### src/rtl/fft_pkg.sv
// rtl/fft_pkg.sv - shared constants and types for the 8-point FFT datapath
// Contents: transform size constants, complex sample type, framer state enum.
package fft_pkg;

    localparam int FFT_N     = 8;
    localparam int FFT_LOG2N = 3;
    localparam int SAMPLE_W  = 16;

    // Complex Q1.15 sample; 'real' is a keyword, hence re/im.
    typedef struct packed {
        logic signed [SAMPLE_W-1:0] re;
        logic signed [SAMPLE_W-1:0] im;
    } cplx_t;

    typedef enum logic {
        FILL = 1'b0,
        FULL = 1'b1
    } frame_state_t;

endpackage

### src/rtl/fft_frame_buf.sv
// rtl/fft_frame_buf.sv - 8-entry complex register file, indexed write, parallel read
// Ports:
//   clk               rising-edge clock
//   we, waddr         write enable and slot index
//   wr_real, wr_imag  sample written to slot waddr
//   rd_real, rd_imag  all FFT_N slots, slot k at index k
module fft_frame_buf
    import fft_pkg::*;
#(
    parameter int WIDTH = SAMPLE_W
) (
    input  logic                          clk,
    input  logic                          we,
    input  logic [FFT_LOG2N-1:0]          waddr,
    input  logic [WIDTH-1:0]              wr_real,
    input  logic [WIDTH-1:0]              wr_imag,
    output logic [FFT_N-1:0][WIDTH-1:0]   rd_real,
    output logic [FFT_N-1:0][WIDTH-1:0]   rd_imag
);

    logic [FFT_N-1:0][WIDTH-1:0] mem_re;
    logic [FFT_N-1:0][WIDTH-1:0] mem_im;

    // Pure datapath storage: contents are only observed after a full fill,
    // so no reset is needed.
    always_ff @(posedge clk) begin
        if (we) begin
            mem_re[waddr] <= wr_real;
            mem_im[waddr] <= wr_imag;
        end
    end

    assign rd_real = mem_re;
    assign rd_imag = mem_im;

endmodule

### src/rtl/fft_input_framer.sv
// rtl/fft_input_framer.sv - serial complex sample stream to 8-sample parallel frames
// Ports:
//   clk, rst                        clock, synchronous active-high reset
//   s_valid/s_ready/s_real/s_imag/s_last   input sample handshake
//   x_real_k/x_imag_k (k=0..7)      held output frame, k = sample order
//   frame_valid/frame_ready         output frame handshake
//   frame_err                       one-cycle pulse on a framing error
//   frame_count                     delivered frames, wraps at 2^16
module fft_input_framer
    import fft_pkg::*;
#(
    parameter int WIDTH      = 16,
    parameter bit CHECK_LAST = 1'b1
) (
    input  logic             clk,
    input  logic             rst,
    input  logic             s_valid,
    output logic             s_ready,
    input  logic [WIDTH-1:0] s_real,
    input  logic [WIDTH-1:0] s_imag,
    input  logic             s_last,
    output logic [WIDTH-1:0] x_real_0,
    output logic [WIDTH-1:0] x_real_1,
    output logic [WIDTH-1:0] x_real_2,
    output logic [WIDTH-1:0] x_real_3,
    output logic [WIDTH-1:0] x_real_4,
    output logic [WIDTH-1:0] x_real_5,
    output logic [WIDTH-1:0] x_real_6,
    output logic [WIDTH-1:0] x_real_7,
    output logic [WIDTH-1:0] x_imag_0,
    output logic [WIDTH-1:0] x_imag_1,
    output logic [WIDTH-1:0] x_imag_2,
    output logic [WIDTH-1:0] x_imag_3,
    output logic [WIDTH-1:0] x_imag_4,
    output logic [WIDTH-1:0] x_imag_5,
    output logic [WIDTH-1:0] x_imag_6,
    output logic [WIDTH-1:0] x_imag_7,
    output logic             frame_valid,
    input  logic             frame_ready,
    output logic             frame_err,
    output logic [15:0]      frame_count
);

    frame_state_t               state, state_next;
    logic [FFT_LOG2N-1:0]       idx, idx_next;
    logic                       accept, slot_free, at_last;
    logic                       wr_en, copy, copy_from_input, err_next;
    logic [FFT_N-1:0][WIDTH-1:0] buf_re, buf_im;
    logic [FFT_N-1:0][WIDTH-1:0] out_re, out_im;

    fft_frame_buf #(.WIDTH(WIDTH)) u_buf (
        .clk     (clk),
        .we      (wr_en),
        .waddr   (idx),
        .wr_real (s_real),
        .wr_imag (s_imag),
        .rd_real (buf_re),
        .rd_imag (buf_im)
    );

    // Depends only on rst and state, never on frame_ready.
    assign s_ready   = !rst && (state == FILL);
    assign accept    = s_valid && s_ready;
    assign slot_free = !frame_valid || frame_ready;
    assign at_last   = (idx == FFT_LOG2N'(FFT_N - 1));

    always_ff @(posedge clk) begin
        if (rst) begin
            state <= FILL;
            idx   <= '0;
        end else begin
            state <= state_next;
            idx   <= idx_next;
        end
    end

    always_comb begin
        state_next      = state;
        idx_next        = idx;
        wr_en           = 1'b0;
        copy            = 1'b0;
        copy_from_input = 1'b0;
        err_next        = 1'b0;
        case (state)
            FILL: begin
                if (accept) begin
                    if (at_last) begin
                        // Slot 7 is written even when copying directly so that
                        // the FULL path can later copy it from the buffer.
                        wr_en    = 1'b1;
                        err_next = CHECK_LAST && !s_last;
                        idx_next = '0;
                        if (slot_free) begin
                            copy            = 1'b1;
                            copy_from_input = 1'b1;
                        end else begin
                            state_next = FULL;
                        end
                    end else if (CHECK_LAST && s_last) begin
                        err_next = 1'b1;
                        idx_next = '0;
                    end else begin
                        wr_en    = 1'b1;
                        idx_next = idx + 1'b1;
                    end
                end
            end
            FULL: begin
                if (slot_free) begin
                    copy       = 1'b1;
                    state_next = FILL;
                    idx_next   = '0;
                end
            end
            default: state_next = FILL;
        endcase
    end

    always_ff @(posedge clk) begin
        if (rst) begin
            out_re      <= '0;
            out_im      <= '0;
            frame_valid <= 1'b0;
            frame_err   <= 1'b0;
            frame_count <= '0;
        end else begin
            frame_err <= err_next;
            if (copy) begin
                // A copy wins over a simultaneous take: valid stays high.
                out_re      <= buf_re;
                out_im      <= buf_im;
                if (copy_from_input) begin
                    out_re[FFT_N-1] <= s_real;
                    out_im[FFT_N-1] <= s_imag;
                end
                frame_valid <= 1'b1;
                frame_count <= frame_count + 16'd1;
            end else if (frame_ready) begin
                frame_valid <= 1'b0;
            end
        end
    end

    assign x_real_0 = out_re[0];
    assign x_real_1 = out_re[1];
    assign x_real_2 = out_re[2];
    assign x_real_3 = out_re[3];
    assign x_real_4 = out_re[4];
    assign x_real_5 = out_re[5];
    assign x_real_6 = out_re[6];
    assign x_real_7 = out_re[7];
    assign x_imag_0 = out_im[0];
    assign x_imag_1 = out_im[1];
    assign x_imag_2 = out_im[2];
    assign x_imag_3 = out_im[3];
    assign x_imag_4 = out_im[4];
    assign x_imag_5 = out_im[5];
    assign x_imag_6 = out_im[6];
    assign x_imag_7 = out_im[7];

endmodule

### config.mk
export PLATFORM = sky130hd
export DESIGN_NAME = fft_input_framer
export DESIGN_NICKNAME = d
export VERILOG_FILES = /design/src/rtl/fft_pkg.sv /design/src/rtl/fft_frame_buf.sv /design/src/rtl/fft_input_framer.sv
export SDC_FILE = /design/constraint.sdc
export NUM_CORES = 1
export LEC_CHECK = 0
export ABC_AREA = 0
export CORE_MARGIN = 2
export CORE_UTILIZATION = 50
export CTS_BUF_LIST = sky130_fd_sc_hd__clkbuf_4
export CTS_CLUSTER_DIAMETER = 40
export DETAILED_ROUTE_END_ITERATION = 8
export GPL_ROUTABILITY_DRIVEN = 0
export PLACE_DENSITY = 0.76
export SLEW_MARGIN = 20
export SYNTH_ARGS = -nofsm -noshare
export SYNTH_HDL_FRONTEND = slang
export SYNTH_SLANG_ARGS = --single-unit
### constraint.sdc
create_clock -name clk -period 7.5 [get_ports clk]
set_clock_uncertainty 0.15 [all_clocks]
set_input_delay 0.75 -clock clk [delete_from_list [all_inputs] [get_ports clk]]
set_output_delay 0.75 -clock clk [all_outputs]
set_load 0.01 [all_outputs]
==> results.md <==
- In this run the core area contains 68 standard-cell rows.
- The number of antenna violations at the first check in global routing was 1.
- The worst setup path is launched from a flip-flop.
- The cell chosen for the clock root is sky130_fd_sc_hd__clkbuf_4.
- The number of buffers on the longest clock path is 3.
- The final period demand of the worst path is 3.69 ns.
- The final layout contains routed wiring with a total length of 45600 um.
- The level count of the clock H-tree is 4.
- Summing all multi-input logic gate instances after layout gives 4000 um2.
- The layout has 2564 filler cells.
- The slack of the worst reg-to-reg path is 3.81 ns.
- The number of iterations in the first detailed-routing pass is 9.
- The number of routed nets with antenna violations is 0.
- The combined area of all synthesized cells is 17700 um2.
- The pin slew with the least headroom to its limit is 1.09 ns.
- The most frequent cell on the critical path is sky130_fd_sc_hd__ha_1.
- In this run the static leakage power is 7.57 nW.
- For this run, the top clock speed supported by timing is 0.271 GHz.
- In this design, the stage delay of the slowest critical-path cell is 0.82 ns.
- The number of nets produced by synthesis is 1516.
- The die covers 36800 um2.
- The finished layout holds 2398 standard cells, fillers aside.
- The placeable core region is 34600 um2.
- Clock tree synthesis inserted a total of 132 buffers.
- The worst setup path is of the flip-flop to flip-flop kind.
- The largest driver fanout on the critical path is 87.
- The number of remaining DRC errors is 0.
- The number of global-route vias before repair is 12200.
- 312 I/O pins were placed.
- The worst hold path endpoint is x_imag_2[13]$_SDFFE_PP0P_.
- Together, buffers and inverters on the worst path number 1.
- The hold path startpoint is x_imag_2[13]$_SDFFE_PP0P_.
- The first routing iteration left 1120 violations.
- In this run the critical register-to-register path is launched from idx[1]$_SDFFE_PP0P_.
- The maximum number of pins on one net before global-route repair is 233.
- After clock tree synthesis, the flow added hold-fix buffers numbering 0.
- The sequential fraction of the synthesis area is 75.1%.
- Clock-pin slew was measured on the worst setup and hold paths at 0.07 ns.
- Clock latency on the worst-skew pair, taken at its later pin, is 0.82 ns.
- The floorplan step set the die height to 192 um.
- The count of endpoints failing hold in the final timing report is 0.
- The count of instances resized after the clock tree is built is 0.
- After the last flow step, the layout net total stands at 1873.
- Setup repair after global routing left no endpoint under its margin.
- The setup TNS after final layout is 0 ns.
- The initial utilization of the core area, before any placement, comes to 51.0%.
- The master of the slowest instance on the critical path is sky130_fd_sc_hd__o21a_4.
- The wire length of the first global-routing pass is 67400 um.
- TritonCTS built the clock tree.
- Summing over every cut layer, the via total after detailed routing is 12800.
- The final routed wire length divided by cell count is 19.0 um.
- The hold slack is 0.304 ns.
- The chip width is 192 um.
- The critical path data arrival time is 4.25 ns.
- The post-synthesis cell count is 1474.
- Dividing the detail-routed via count by the number of cells gives 5.33.
- The number of cells on the worst reg-to-reg path is 7.
- The remaining global-route overflow is 0.
- Across the VDD grid, the largest voltage drop is 0.161 mV.
- The area overhead of the layout relative to synthesis is 30.5%.
- After legalization and detailed placement, the total HPWL measured 26900 um.
- The worst setup path is captured at a flip-flop.
- The worst register-to-register path ends at x_imag_6[4]$_SDFFE_PP0P_.
- The worst path uses 49.3% of the clock period.
- Once placement completed, the tool counted placed cells totaling 2148.
- Yosys printed 0 warnings.
- Synthesis inferred 534 register bits.
- The total clock sinks is 534.
- In the global route stage, overall resource usage came out at 24.3%.
- The worst hold path stage count is 2.
- The number of max-cap violations is 0.
- The cell family contributing the most delay on the critical path is compound AO/OA/AOI/OAI gates.
- Yosys mapped the design onto 38 distinct sky130hd cell types.
- The number of setup violations in the final report is 0.
- Headroom to the max-slew limit came out at 26.8%.
- The post-CTS setup repair buffer count is 0.
- The max-slew violation count is 0.
- The share of cells above drive strength 1 is 12.9%.
- In the final layout, flip-flops and latches occupy 13300 um2.
- Averaged over all synthesized cells, the footprint is 12.0 um2.
- The worst endpoint required time is 8.06 ns.
- Buffers placed on the I/O ports in this run total 311.
- The flow ran to the end, and the final reports show no timing, DRC or antenna violations.
- The class of the worst hold path is flip-flop to flip-flop.
- Traced cell by cell, the critical path runs through ha_1, ha_1, and3b_1, o21a_4, buf_4, nand2_1, a21oi_1.
- For this design the ratio of total power to cell area is 252 nW/um2.
==> per-layer routing <==
metal,GRT usage [%],share of wire [%],up-vias
met5,0,0,-
met4,10.4,3.1,0
met3,5.74,8.3,111
met2,39.0,48,622
met1,31.8,41,6115
li1,-,-,5924
==> worst min-delay path, delay by kind of cell (launching register included) <==
| family | cells | cell delay (ns) |
|---|---|---|
| flip-flops | 1 | 0.31 |
| AO/OA/AOI/OAI | 1 | 0.05 |
| AND/OR/NAND/NOR | 1 | 0.05 |
==> report_power, final <==
group / switching [mW] / internal, mW
clock: 1.14 / 1.50
combinational: 0.0699 / 0.0221
sequential: 0.00201 / 3.06
total: 1.22 / 4.58
==> logic make-up (layout without fill, tap and decap cells) <==
kind of cell	count (synthesis)	count (layout)	share of synthesized area, %
mux	2	2	0.128
other cells	0	1	0
simple gates	541	541	12.2
compound gates	287	287	9.43
fa+ha+maj	5	5	0.354
xor+xnor	3	3	0.149
buf+inv	102	570	2.69
flops	534	534	75.1
==> worst max-delay path by stage <==
stage / startpoint / end / cells past startpoint
floorplan: rst / u_buf.rd_imag[16]$_DFFE_PP_ / 5
global placement: rst / x_imag_0[2]$_SDFFE_PP0P_ / 6
detailed placement: rst / x_imag_6[4]$_SDFFE_PP0P_ / 6
CTS: idx[1]$_SDFFE_PP0P_ / x_imag_2[0]$_SDFFE_PP0P_ / 7
global route: idx[1]$_SDFFE_PP0P_ / x_imag_6[1]$_SDFFE_PP0P_ / 7
finish: idx[1]$_SDFFE_PP0P_ / x_imag_6[4]$_SDFFE_PP0P_ / 7
==> cells in the mapped netlist (all sizes together) <==
master | number | share of area [%]
nand4 | 1 | 0.035
or4 | 7 | 0.30
a32oi | 2 | 0.099
a21oi | 238 | 6.7
and4 | 3 | 0.15
nor4 | 1 | 0.035
or3b | 1 | 0.050
ha | 5 | 0.35
dfxtp | 278 | 32
nor3 | 4 | 0.17
clkbuf | 42 | 0.89
and3b | 1 | 0.050
mux2 | 2 | 0.13
o31ai | 7 | 0.30
nor2 | 48 | 1.0
a222oi | 32 | 1.8
buf | 57 | 1.7
or3 | 4 | 0.17
xor2 | 2 | 0.099
o211ai | 2 | 0.24
o21ai | 4 | 0.13
inv | 3 | 0.064
nand2b | 4 | 0.14
o21a | 1 | 0.043
nor3b | 1 | 0.043
nand3 | 5 | 0.14
edfxtp | 256 | 44
nand2 | 457 | 9.7
nor2b | 2 | 0.071
o2111ai | 1 | 0.050
and2 | 2 | 0.071
xnor2 | 1 | 0.050
==> cells in the final DEF (no fill, tap or decap), drive strengths merged, types with 3 or more instances in the layout <==
| cell type | n |
|---|---|
| nor3 | 4 |
| o31ai | 7 |
| a222oi | 32 |
| or4 | 7 |
| a21oi | 238 |
| edfxtp | 256 |
| inv | 5 |
| dfxtp | 278 |
| and4 | 3 |
| nand2 | 457 |
| clkinv | 27 |
| bufinv | 7 |
| o21ai | 4 |
| nor2 | 48 |
| or3 | 4 |
| ha | 5 |
| clkbuf | 208 |
| buf | 11 |
| nand2b | 4 |
| nand3 | 5 |
| clkdlybuf4s50 | 310 |
==> per-stage QoR <==
step | util [%] | total power [mW] | area, um2 | setup slack (ns)
finish | 66.5 | 5.80 | 23000 | 3.81
global route | 66.5 | 6.01 | 23000 | 3.56
CTS | 66.2 | 5.85 | 22900 | 3.80
detailed placement | 60.7 | 3.21 | 21000 | 3.54
global placement | 60.7 | 3.21 | 21000 | 3.64
floorplan | - | 3.15 | 17700 | 3.26
==> area by class of cell <==
class	instances	area share (%)
Sequential cell	534	57.6
Clock buffer	207	6.75
Clock inverter	38	1.51
Inverter	3	0.0489
Tap cell	455	2.47
Multi-Input combinational cell	838	17.4
Timing Repair Buffer	322	14.3
Antenna cell	1	0.0109
(Power assumes the default switching activity.)
